==> src/rtl/clk_ctrl_pkg.sv <==
// Shared types and constants for the clk_ctrl_multi clock-management slice.
// Holds the lock FSM encoding, default sizing and the channel-index width helper.
package clk_ctrl_pkg;

    typedef enum logic [1:0] {
        WAIT_LOCK = 2'd0,
        FILTER    = 2'd1,
        RUN       = 2'd2
    } state_e;

    localparam int DEF_DIV_W   = 8;
    localparam int DEF_RST_DIV = 9;

    // A single channel still needs a 1-bit index field on the config port.
    function automatic int ch_width(input int n);
        return (n > 1) ? $clog2(n) : 1;
    endfunction

endpackage

==> src/rtl/clk_ctrl_multi_if.sv <==
// Divider configuration port of clk_ctrl_multi.
// Handshake: a write transfers on every clk edge where cfg_valid && cfg_ready; cfg_ready never depends on cfg_valid.
interface clk_ctrl_multi_if
    import clk_ctrl_pkg::*;
#(
    parameter int CHANNELS = 3,
    parameter int DIV_W    = DEF_DIV_W
) ();

    localparam int CH_W = ch_width(CHANNELS);

    logic            cfg_valid;
    logic            cfg_ready;
    logic [CH_W-1:0] cfg_ch;
    logic [DIV_W-1:0] cfg_div;

    modport master (
        output cfg_valid,
        output cfg_ch,
        output cfg_div,
        input  cfg_ready
    );

    modport slave (
        input  cfg_valid,
        input  cfg_ch,
        input  cfg_div,
        output cfg_ready
    );

endinterface

==> src/rtl/clk_ctrl_div_chan.sv <==
// One clock-enable channel: programmable divider with glitch-free reload at wrap.
// Optional square-wave export is built only when CLK_CTRL_SQUARE_EN is defined.
module clk_ctrl_div_chan
    import clk_ctrl_pkg::*;
#(
    parameter int DIV_W   = DEF_DIV_W,
    parameter int RST_DIV = DEF_RST_DIV
) (
    input  logic             clk,
    input  logic             rst_n,
    input  logic             run,
    input  logic             wr_en,
    input  logic [DIV_W-1:0] wr_div,
`ifdef CLK_CTRL_SQUARE_EN
    output logic             sq,
`endif
    output logic             ce
);

    localparam logic [DIV_W-1:0] RST_DIV_V = DIV_W'(RST_DIV);

    logic [DIV_W-1:0] cnt_q, cnt_d;
    logic [DIV_W-1:0] div_act_q, div_act_d;
    logic [DIV_W-1:0] div_pend_q, div_pend_d;
    logic             pend_q, pend_d;
    logic             ce_q, ce_d;
    logic             wrap;
`ifdef CLK_CTRL_SQUARE_EN
    logic             sq_q, sq_d;
`endif

    always_comb begin
        wrap       = run && (cnt_q == div_act_q);
        cnt_d      = '0;
        ce_d       = 1'b0;
        div_act_d  = div_act_q;
        div_pend_d = div_pend_q;
        pend_d     = pend_q;

        if (run) begin
            if (wrap) begin
                ce_d = 1'b1;
            end else begin
                cnt_d = cnt_q + DIV_W'(1);
            end
        end

        // Reload only at a wrap (or while stopped) so a period is never cut short.
        if (pend_q && (wrap || !run)) begin
            div_act_d = div_pend_q;
            pend_d    = 1'b0;
        end

        // A write landing on the wrap cycle becomes the next pending value.
        if (wr_en) begin
            div_pend_d = wr_div;
            pend_d     = 1'b1;
        end

`ifdef CLK_CTRL_SQUARE_EN
        sq_d = run && (cnt_q <= (div_act_q >> 1));
`endif
    end

    always_ff @(posedge clk or negedge rst_n) begin
        if (!rst_n) begin
            cnt_q      <= '0;
            div_act_q  <= RST_DIV_V;
            div_pend_q <= RST_DIV_V;
            pend_q     <= 1'b0;
            ce_q       <= 1'b0;
`ifdef CLK_CTRL_SQUARE_EN
            sq_q       <= 1'b0;
`endif
        end else begin
            cnt_q      <= cnt_d;
            div_act_q  <= div_act_d;
            div_pend_q <= div_pend_d;
            pend_q     <= pend_d;
            ce_q       <= ce_d;
`ifdef CLK_CTRL_SQUARE_EN
            sq_q       <= sq_d;
`endif
        end
    end

    assign ce = ce_q;
`ifdef CLK_CTRL_SQUARE_EN
    assign sq = sq_q;
`endif

endmodule

==> src/rtl/clk_ctrl_multi.sv <==
// PLL-side clock management: lock qualification, gated downstream reset and CHANNELS clock-enable dividers.
// Defining CLK_CTRL_SQUARE_EN adds the sq[] square-wave outputs for pin export.
module clk_ctrl_multi
    import clk_ctrl_pkg::*;
#(
    parameter int CHANNELS    = 3,
    parameter int DIV_W       = DEF_DIV_W,
    parameter int LOCK_CYCLES = 16,
    parameter int RST_DIV     = DEF_RST_DIV
) (
    input  logic                clk,
    input  logic                rst_n,
    input  logic                pll_lock,
    clk_ctrl_multi_if.slave     cfg,
    output logic                locked,
    output logic                rst_out_n,
    output logic [CHANNELS-1:0] ce,
`ifdef CLK_CTRL_SQUARE_EN
    output logic [CHANNELS-1:0] sq,
`endif
    output state_e              dbg_state
);

    localparam int               CH_W    = ch_width(CHANNELS);
    localparam int               LC_W    = $clog2(LOCK_CYCLES);
    localparam logic [CH_W:0]    CH_LIM  = (CH_W + 1)'(CHANNELS);
    localparam logic [LC_W-1:0]  LC_LAST = LC_W'(LOCK_CYCLES - 1);

    logic [1:0]      lock_sync_q, lock_sync_d;
    logic            lock_s;
    state_e          state_q, state_d;
    logic [LC_W-1:0] lock_cnt_q, lock_cnt_d;
    logic            locked_q, locked_d;
    logic            rst_out_n_q, rst_out_n_d;
    logic            ready_q, ready_d;
    logic            cfg_ready_w;
    logic            cfg_acc;
    logic            run;

    assign lock_sync_d = {lock_sync_q[0], pll_lock};
    assign lock_s      = lock_sync_q[1];
    assign ready_d     = 1'b1;

    always_comb begin
        state_d    = state_q;
        lock_cnt_d = lock_cnt_q;
        case (state_q)
            WAIT_LOCK: begin
                lock_cnt_d = '0;
                if (lock_s) begin
                    state_d = FILTER;
                end
            end
            FILTER: begin
                if (!lock_s) begin
                    state_d    = WAIT_LOCK;
                    lock_cnt_d = '0;
                end else if (lock_cnt_q == LC_LAST) begin
                    state_d = RUN;
                end else begin
                    lock_cnt_d = lock_cnt_q + LC_W'(1);
                end
            end
            RUN: begin
                if (!lock_s) begin
                    state_d = WAIT_LOCK;
                end
            end
            default: begin
                state_d    = WAIT_LOCK;
                lock_cnt_d = '0;
            end
        endcase

        // Both drop together on lock loss; release trails locked by one cycle.
        locked_d    = (state_d == RUN);
        rst_out_n_d = locked_q && (state_d == RUN);
    end

    always_ff @(posedge clk or negedge rst_n) begin
        if (!rst_n) begin
            lock_sync_q <= 2'b00;
            state_q     <= WAIT_LOCK;
            lock_cnt_q  <= '0;
            locked_q    <= 1'b0;
            rst_out_n_q <= 1'b0;
            ready_q     <= 1'b0;
        end else begin
            lock_sync_q <= lock_sync_d;
            state_q     <= state_d;
            lock_cnt_q  <= lock_cnt_d;
            locked_q    <= locked_d;
            rst_out_n_q <= rst_out_n_d;
            ready_q     <= ready_d;
        end
    end

    // Out-of-range channel indices are refused rather than aliased.
    assign cfg_ready_w   = ready_q && ({1'b0, cfg.cfg_ch} < CH_LIM);
    assign cfg.cfg_ready = cfg_ready_w;
    assign cfg_acc       = cfg.cfg_valid && cfg_ready_w;
    assign run           = (state_q == RUN);

    for (genvar i = 0; i < CHANNELS; i++) begin : g_chan
        logic wr_en;
        assign wr_en = cfg_acc && (cfg.cfg_ch == CH_W'(i));

        clk_ctrl_div_chan #(
            .DIV_W   (DIV_W),
            .RST_DIV (RST_DIV)
        ) u_chan (
            .clk    (clk),
            .rst_n  (rst_n),
            .run    (run),
            .wr_en  (wr_en),
            .wr_div (cfg.cfg_div),
`ifdef CLK_CTRL_SQUARE_EN
            .sq     (sq[i]),
`endif
            .ce     (ce[i])
        );
    end

    assign locked    = locked_q;
    assign rst_out_n = rst_out_n_q;
    assign dbg_state = state_q;

endmodule

==> src/flat_wrapper.sv <==
// flat-port wrapper written by rule: the top's interface ports become plain ports
module clk_ctrl_multi_flat import clk_ctrl_pkg::*;
#(
    parameter int CHANNELS    = 3,
    parameter int DIV_W       = DEF_DIV_W,
    parameter int LOCK_CYCLES = 16,
    parameter int RST_DIV     = DEF_RST_DIV
)
  (clk, rst_n, pll_lock, locked, rst_out_n, ce, dbg_state, cfg_cfg_valid, cfg_cfg_ch, cfg_cfg_div, cfg_cfg_ready);
  clk_ctrl_multi_if #(.CHANNELS(CHANNELS), .DIV_W(DIV_W)) cfg_i ();
  input  logic clk;
  input  logic rst_n;
  input  logic pll_lock;
  output logic locked;
  output logic rst_out_n;
  output logic [CHANNELS-1:0] ce;
  output state_e dbg_state;
  input wire logic [$bits(cfg_i.cfg_valid)-1:0] cfg_cfg_valid;
  input wire logic [$bits(cfg_i.cfg_ch)-1:0] cfg_cfg_ch;
  input wire logic [$bits(cfg_i.cfg_div)-1:0] cfg_cfg_div;
  output wire logic [$bits(cfg_i.cfg_ready)-1:0] cfg_cfg_ready;
  assign cfg_i.cfg_valid = cfg_cfg_valid;
  assign cfg_i.cfg_ch = cfg_cfg_ch;
  assign cfg_i.cfg_div = cfg_cfg_div;
  assign cfg_cfg_ready = cfg_i.cfg_ready;
  clk_ctrl_multi #(.CHANNELS(CHANNELS), .DIV_W(DIV_W), .LOCK_CYCLES(LOCK_CYCLES), .RST_DIV(RST_DIV)) u_core (.clk(clk), .rst_n(rst_n), .pll_lock(pll_lock), .cfg(cfg_i), .locked(locked), .rst_out_n(rst_out_n), .ce(ce), .dbg_state(dbg_state));
endmodule
==> config.mk <==
export PLATFORM = sky130hd
export DESIGN_NAME = clk_ctrl_multi_flat
export DESIGN_NICKNAME = d
export VERILOG_FILES = /design/src/rtl/clk_ctrl_pkg.sv /design/src/rtl/clk_ctrl_multi_if.sv /design/src/rtl/clk_ctrl_div_chan.sv /design/src/rtl/clk_ctrl_multi.sv /design/src/flat_wrapper.sv
export SDC_FILE = /design/constraint.sdc
export NUM_CORES = 1
export LEC_CHECK = 0
export CAP_MARGIN = 20
export CORE_ASPECT_RATIO = 1.2
export CORE_MARGIN = 2
export CORE_UTILIZATION = 60
export DETAILED_ROUTE_END_ITERATION = 16
export PLACE_DENSITY = 0.9
export SYNTH_ARGS = -nofsm -noshare
export SYNTH_HDL_FRONTEND = slang
export SYNTH_SLANG_ARGS = --single-unit
export TNS_END_PERCENT = 10
==> constraint.sdc <==
create_clock -name clk -period 2.9 [get_ports clk]
set_input_delay 0.87 -clock clk [delete_from_list [all_inputs] [get_ports clk]]
set_output_delay 0.87 -clock clk [all_outputs]
set_load 0.02 [all_outputs]
== Yosys cells after proc, flatten, opt, wreduce, memory -nomap -nowiden ==
Index checks and enable logic that the tools add are counted.

* Bits in registers: 89
* Bits in latches: 0
* Bits of input ports: 14
* Output and inout port bits: 8
* ROM bits: 0
* Logic and storage cells: 85
* Memories: 0
* Bits in writable memories: 0

* Shift operators: 0
* Bitwise logic cells: 1
* Muxes and demuxes: 26
* Divide/modulo/power cells: 0
* $add $sub $neg: 4
* Magnitude comparators: 1
* Reduce and logical (&&, ||, !) cells: 22
* Eq/ne operators: 10
* $mul: 0

{| class="wikitable"
|+ Operators by type and width
! cell !! count
|-
| 8-bit two-way mux || 6
|-
| 8-bit by 1-bit adder with 8-bit output (second input constant) || 3
|-
| 8-bit equality test || 3
|-
| 1-bit logical AND || 12
|-
| 1-bit two-way mux || 12
|-
| 2-bit two-way mux || 4
|-
| 4-bit two-way mux || 2
|-
| 4-bit one-hot mux with 2 select lines || 1
|-
| 2-bit equality test (second input constant) || 3
|-
| 2-bit one-hot mux with 3 select lines || 1
|-
| 2-bit nonzero test || 3
|-
| 4-bit by 1-bit adder with 4-bit output (second input constant) || 1
|-
| 2-bit by 1-bit equality test with 1-bit output (second input constant) || 2
|-
| 4-bit equality test (second input constant) || 1
|-
| 2-bit zero test || 2
|-
| 1-bit logical OR || 3
|-
| 3-bit != test (second input constant) || 1
|-
| 2-bit less-than comparator (second input constant) || 1
|-
| 2-bit AND reduction || 1
|-
| 1-bit zero test || 1
|-
| 1-bit NOT || 1
|}

== Logic depth before layout (Yosys ltp) ==
* Depth in word-level cells: 6
* Gate-level depth with buffers: 5
* Depth with buffers taken out: 5

== Modules after synthesis ==
From an unflattened synthesis, not the netlist that was laid out.

* Cell total of the unflattened synthesis: 368
* Area total of the unflattened synthesis: 4351.7 um^2

{| class="wikitable"
|+ By module, submodules not included
! module !! instances !! seq. area each (um^2) !! cells an instance !! area an instance (um^2)
|-
| clk_ctrl_div_chan || 3 || 655.6 || 109 || 1287.5
|-
| clk_ctrl_multi || 1 || 275.3 || 41 || 489.2
|}

== Least setup slack after synthesis ==
OpenSTA, ideal clock, no wires.

* Path kind: input to output
* Start: in cfg_cfg_ch[0]
* End: out cfg_cfg_ready
* Path buffers: 0
* Cell stages on the path: 1
* Setup slack: 0.655 ns
* Data required time: 2.030 ns
* Data arrival time: 1.375 ns
* Cell sequence: a21boi_0

* Word-level cells in the longest chain between the ends: 2

{| class="wikitable"
|+ RTL lines
! what !! line !! text
|-
| from (decl) || flat_wrapper.sv:19 || <nowiki>input wire logic [$bits(cfg_i.cfg_ch)-1:0] cfg_cfg_ch;</nowiki>
|-
| 2-bit less-than comparator || clk_ctrl_multi.sv:99 || <nowiki>assign cfg_ready_w = ready_q && ({1'b0, cfg.cfg_ch} < CH_LIM);</nowiki>
|-
| 1-bit logical AND || clk_ctrl_multi.sv:99 ||
|-
| to (decl) || flat_wrapper.sv:21 || <nowiki>output wire logic [$bits(cfg_i.cfg_ready)-1:0] cfg_cfg_ready;</nowiki>
|}

Every way passes these cells.

== Worst setup path after layout ==
Same ends and word-level chain as after synthesis.

==> qor.csv <==
metric,value,unit
min-delay worst type,flop to flop,
HPWL Detailed,5740,um
"buffers from clock root to sink, at most",2,
Avg Inst Size Synth,11.6,um^2
Worst setup EP type,output pin,
Initial Utilization,62.5,%
post-synthesis sequential area ratio,52.0,%
cell count after synthesis,371,
"critical path fanouts, max",2,
Final Skew,0.00768,ns
Setup-failing EPs final,0,
Num CTS Buffers,9,
f_max,0.374,GHz
Worst Reg-to-Reg Cells,4,
final-report hold violation count,0,
Leakage Power,2.03,nW
CP Class,input port to output pin,
TritonCTS clock tree,yes,
die height,96.9,um
Final Util,69.5,%
GR Overflow Total,0,
initial antenna violation count,0,
wire length per cell,17.1,um
Top Ports,22,
Max-cap violations,0,
Synth area leader,dfrtp_1,
worst reg-to-reg setup slack,0.92,ns
PortBufs,21,
CTS Hold Bufs,0,
# rows,33,
Vias per Instance,5.96,
largest net degree at the start of global routing,46,
Yosys reg bits,89,
final antenna-violating net count,0,
DRC,0,
most common cell in the synthesized netlist,dfrtp_1,
Critical Path Source Type,input port,
routed via count,2883,
Yosys warnings,0,
RSZ-0062 raised after global routing,false,
Post-synth EDFFs,0,
Pwr per Cell Area,641,nW/um^2
outcome,"complete, no violations",
syn_nets,389,
Hold Crit Start,u_core.lock_sync_q[0]$_DFF_PN0_,
Post-synth top flop,dfrtp_1,
maximum VDD drop,0.486,mV
Yosys cell types,36,
RePlAce Congestion,0.797,
Mapped Area,4310,um^2
Reg2Reg Launch Point,u_core.g_chan[2].u_chan.cnt_q[2]$_DFF_PN0_,
first-pass GRT wire length,14300,um
ant diodes,0,
Hold Path Sink,u_core.lock_sync_q[1]$_DFF_PN0_,
H-Tree Depth,3,
Final period util,92.1,%
WP data required,2.03,ns
die area,7890,um^2
area grow syn2layout,11.1,%
number of fill cells in the layout,460,
die width,81.4,um
Routed WL,8270,um
share of layout cells above drive strength 1,22.9,%
Nets,410,
Power Total,3.07,mW
"Async S/R FF share, synth",100,%
RR Endpoint,u_core.g_chan[2].u_chan.cnt_q[1]$_DFF_PN0_,
top-area cell type share of the netlist area,44.7,%
CORE AREA,6900,um^2
number of DRC markers in iteration 0,277,
Final Max Tran Viols,0,
hold depth,0,
Slew HR,61.6,%
number of global-route vias before repair,2937,
top post-synthesis cells by count,"dfrtp_1 (77), nand2_1 (46), xnor2_1 (27)",
Synth area leaders,"dfrtp_1 (45%), dfstp_2 (7.3%), o211ai_2 (7.0%), mux2_2 (6.5%), xnor2_1 (5.5%)",
worst endpoint data arrival time,1.80,ns
Tightest Pin Transition,0.576,ns
CTS sink cnt,89,
GRT Util Overall,23.5,%
"Reg clk slew, reported paths",0.09,ns
DRT Pass-1 Iters,5,
Clock Latency Late Sink,0.36,ns
clock root buffer,clkbuf_8,
min Tclk post-route,2.67,ns
layout by cell type (no fill, tap or decap), types with 2 or more instances in the layout:
| cell type | count |
|---|---|
| ha_1 | 4 |
| nand3b_1 | 3 |
| o211ai_1 | 24 |
| xor2_1 | 15 |
| and3_1 | 7 |
| clkbuf_8 | 9 |
| buf_4 | 7 |
| o21ai_4 | 3 |
| nand3_1 | 17 |
| o21ai_1 | 2 |
| nand4_1 | 6 |
| bufinv_16 | 2 |
| o21ai_0 | 5 |
| dfstp_2 | 12 |
| clkinv_4 | 2 |
| nand2b_1 | 10 |
| xnor2_1 | 27 |
| and2_1 | 4 |
| o21a_1 | 3 |
| a21boi_0 | 3 |
| nand2_1 | 46 |
| nor3_1 | 3 |
| clkinv_1 | 2 |
| clkdlybuf4s50_1 | 19 |
| nor2_1 | 23 |
| mux2_2 | 25 |
| dfrtp_1 | 77 |
| o211ai_2 | 24 |
layout make-up:
| class | instances | area (um^2) | area share [%] |
|---|---|---|---|
| Inverter | 2 | 7.51 | 0.157 |
| Clock buffer | 9 | 124 | 2.59 |
| Clock inverter | 7 | 103 | 2.14 |
| Timing Repair Buffer | 28 | 272 | 5.67 |
| Tap cell | 87 | 109 | 2.27 |
| Multi-Input combinational cell | 262 | 1930 | 40.4 |
| Sequential cell | 89 | 2240 | 46.8 |
worst max-delay path, cell delays in order:
cell and delay (ns):
clkdlybuf4s50_1 0.41, a21boi_0 0.17, dlygate4sd2_1 0.35
metal layers:
layer  global-route usage (%)  routed length (um)
met3                     3.92                 266
met4                     9.13                 161
met5                        0                   0
met1                     32.9                3690
met2                     36.3                4150
sequential cells by signal (all words and copies together) (netlist names):
| signal | count |
|---|---|
| u_core.g_chan.u_chan.div_act_q | 24 |
| u_core.rst_out_n | 1 |
| u_core.locked | 1 |
| u_core.g_chan.u_chan.div_pend_q | 24 |
| u_core.lock_sync_q | 2 |
| u_core.g_chan.u_chan.cnt_q | 24 |
| u_core.g_chan.u_chan.ce | 3 |
| u_core.g_chan.u_chan.pend_q | 3 |
| u_core.dbg_state | 2 |
| u_core.lock_cnt_q | 4 |
| u_core.ready_q | 1 |
report_power, final:
group / switching (mW) / internal, mW
combinational: 0.290 / 0.243
sequential: 0.143 / 1.44
clock: 0.463 / 0.496
through the flow:
step / setup TNS, ns / std cells / cell area, um^2 / hold WS (ns) / setup WS (ns)
6_report: 0 / 484 / 4790 / 0.367 / 0.228
2_1_floorplan: 0 / 371 / 4310 / 0.331 / 0.655
3_3_place_gp: -0.0518 / 468 / 4570 / 0.338 / -0.0518
3_5_place_dp: -0.0580 / 468 / 4570 / 0.343 / -0.0580
4_1_cts: 0 / 484 / 4790 / 0.374 / 0.230
5_1_grt: 0 / 484 / 4790 / 0.381 / 0.201
how the worst max path moves through the flow:
| stage | startpoint | end | slack [ns] |
|---|---|---|---|
| 2_1_floorplan | cfg_cfg_ch[0] | cfg_cfg_ready | 0.65 |
| 3_3_place_gp | cfg_cfg_ch[0] | cfg_cfg_ready | -0.05 |
| 3_5_place_dp | cfg_cfg_ch[0] | cfg_cfg_ready | -0.06 |
| 4_1_cts | cfg_cfg_ch[0] | cfg_cfg_ready | 0.23 |
| 5_1_grt | cfg_cfg_ch[1] | cfg_cfg_ready | 0.20 |
| 6_report | cfg_cfg_ch[0] | cfg_cfg_ready | 0.23 |
kinds of logic after synthesis:
family          count (synthesis)  share of synthesized area (%)
flops                          89                           52.0
other cells                     1                         0.0869
buf+inv                        20                           3.16
fa+ha+maj                       4                           1.16
xor+xnor                       42                           8.53
compound gates                 67                           14.6
mux                            26                           6.76
simple gates                  122                           13.7
what timing repair did:
item	4_1_cts	5_1_grt
endpoints found under the hold margin	0	0
setup buffers	0	0
resized for setup	1	0
endpoints found under the setup margin	1	0
(Power assumes the default switching activity.)
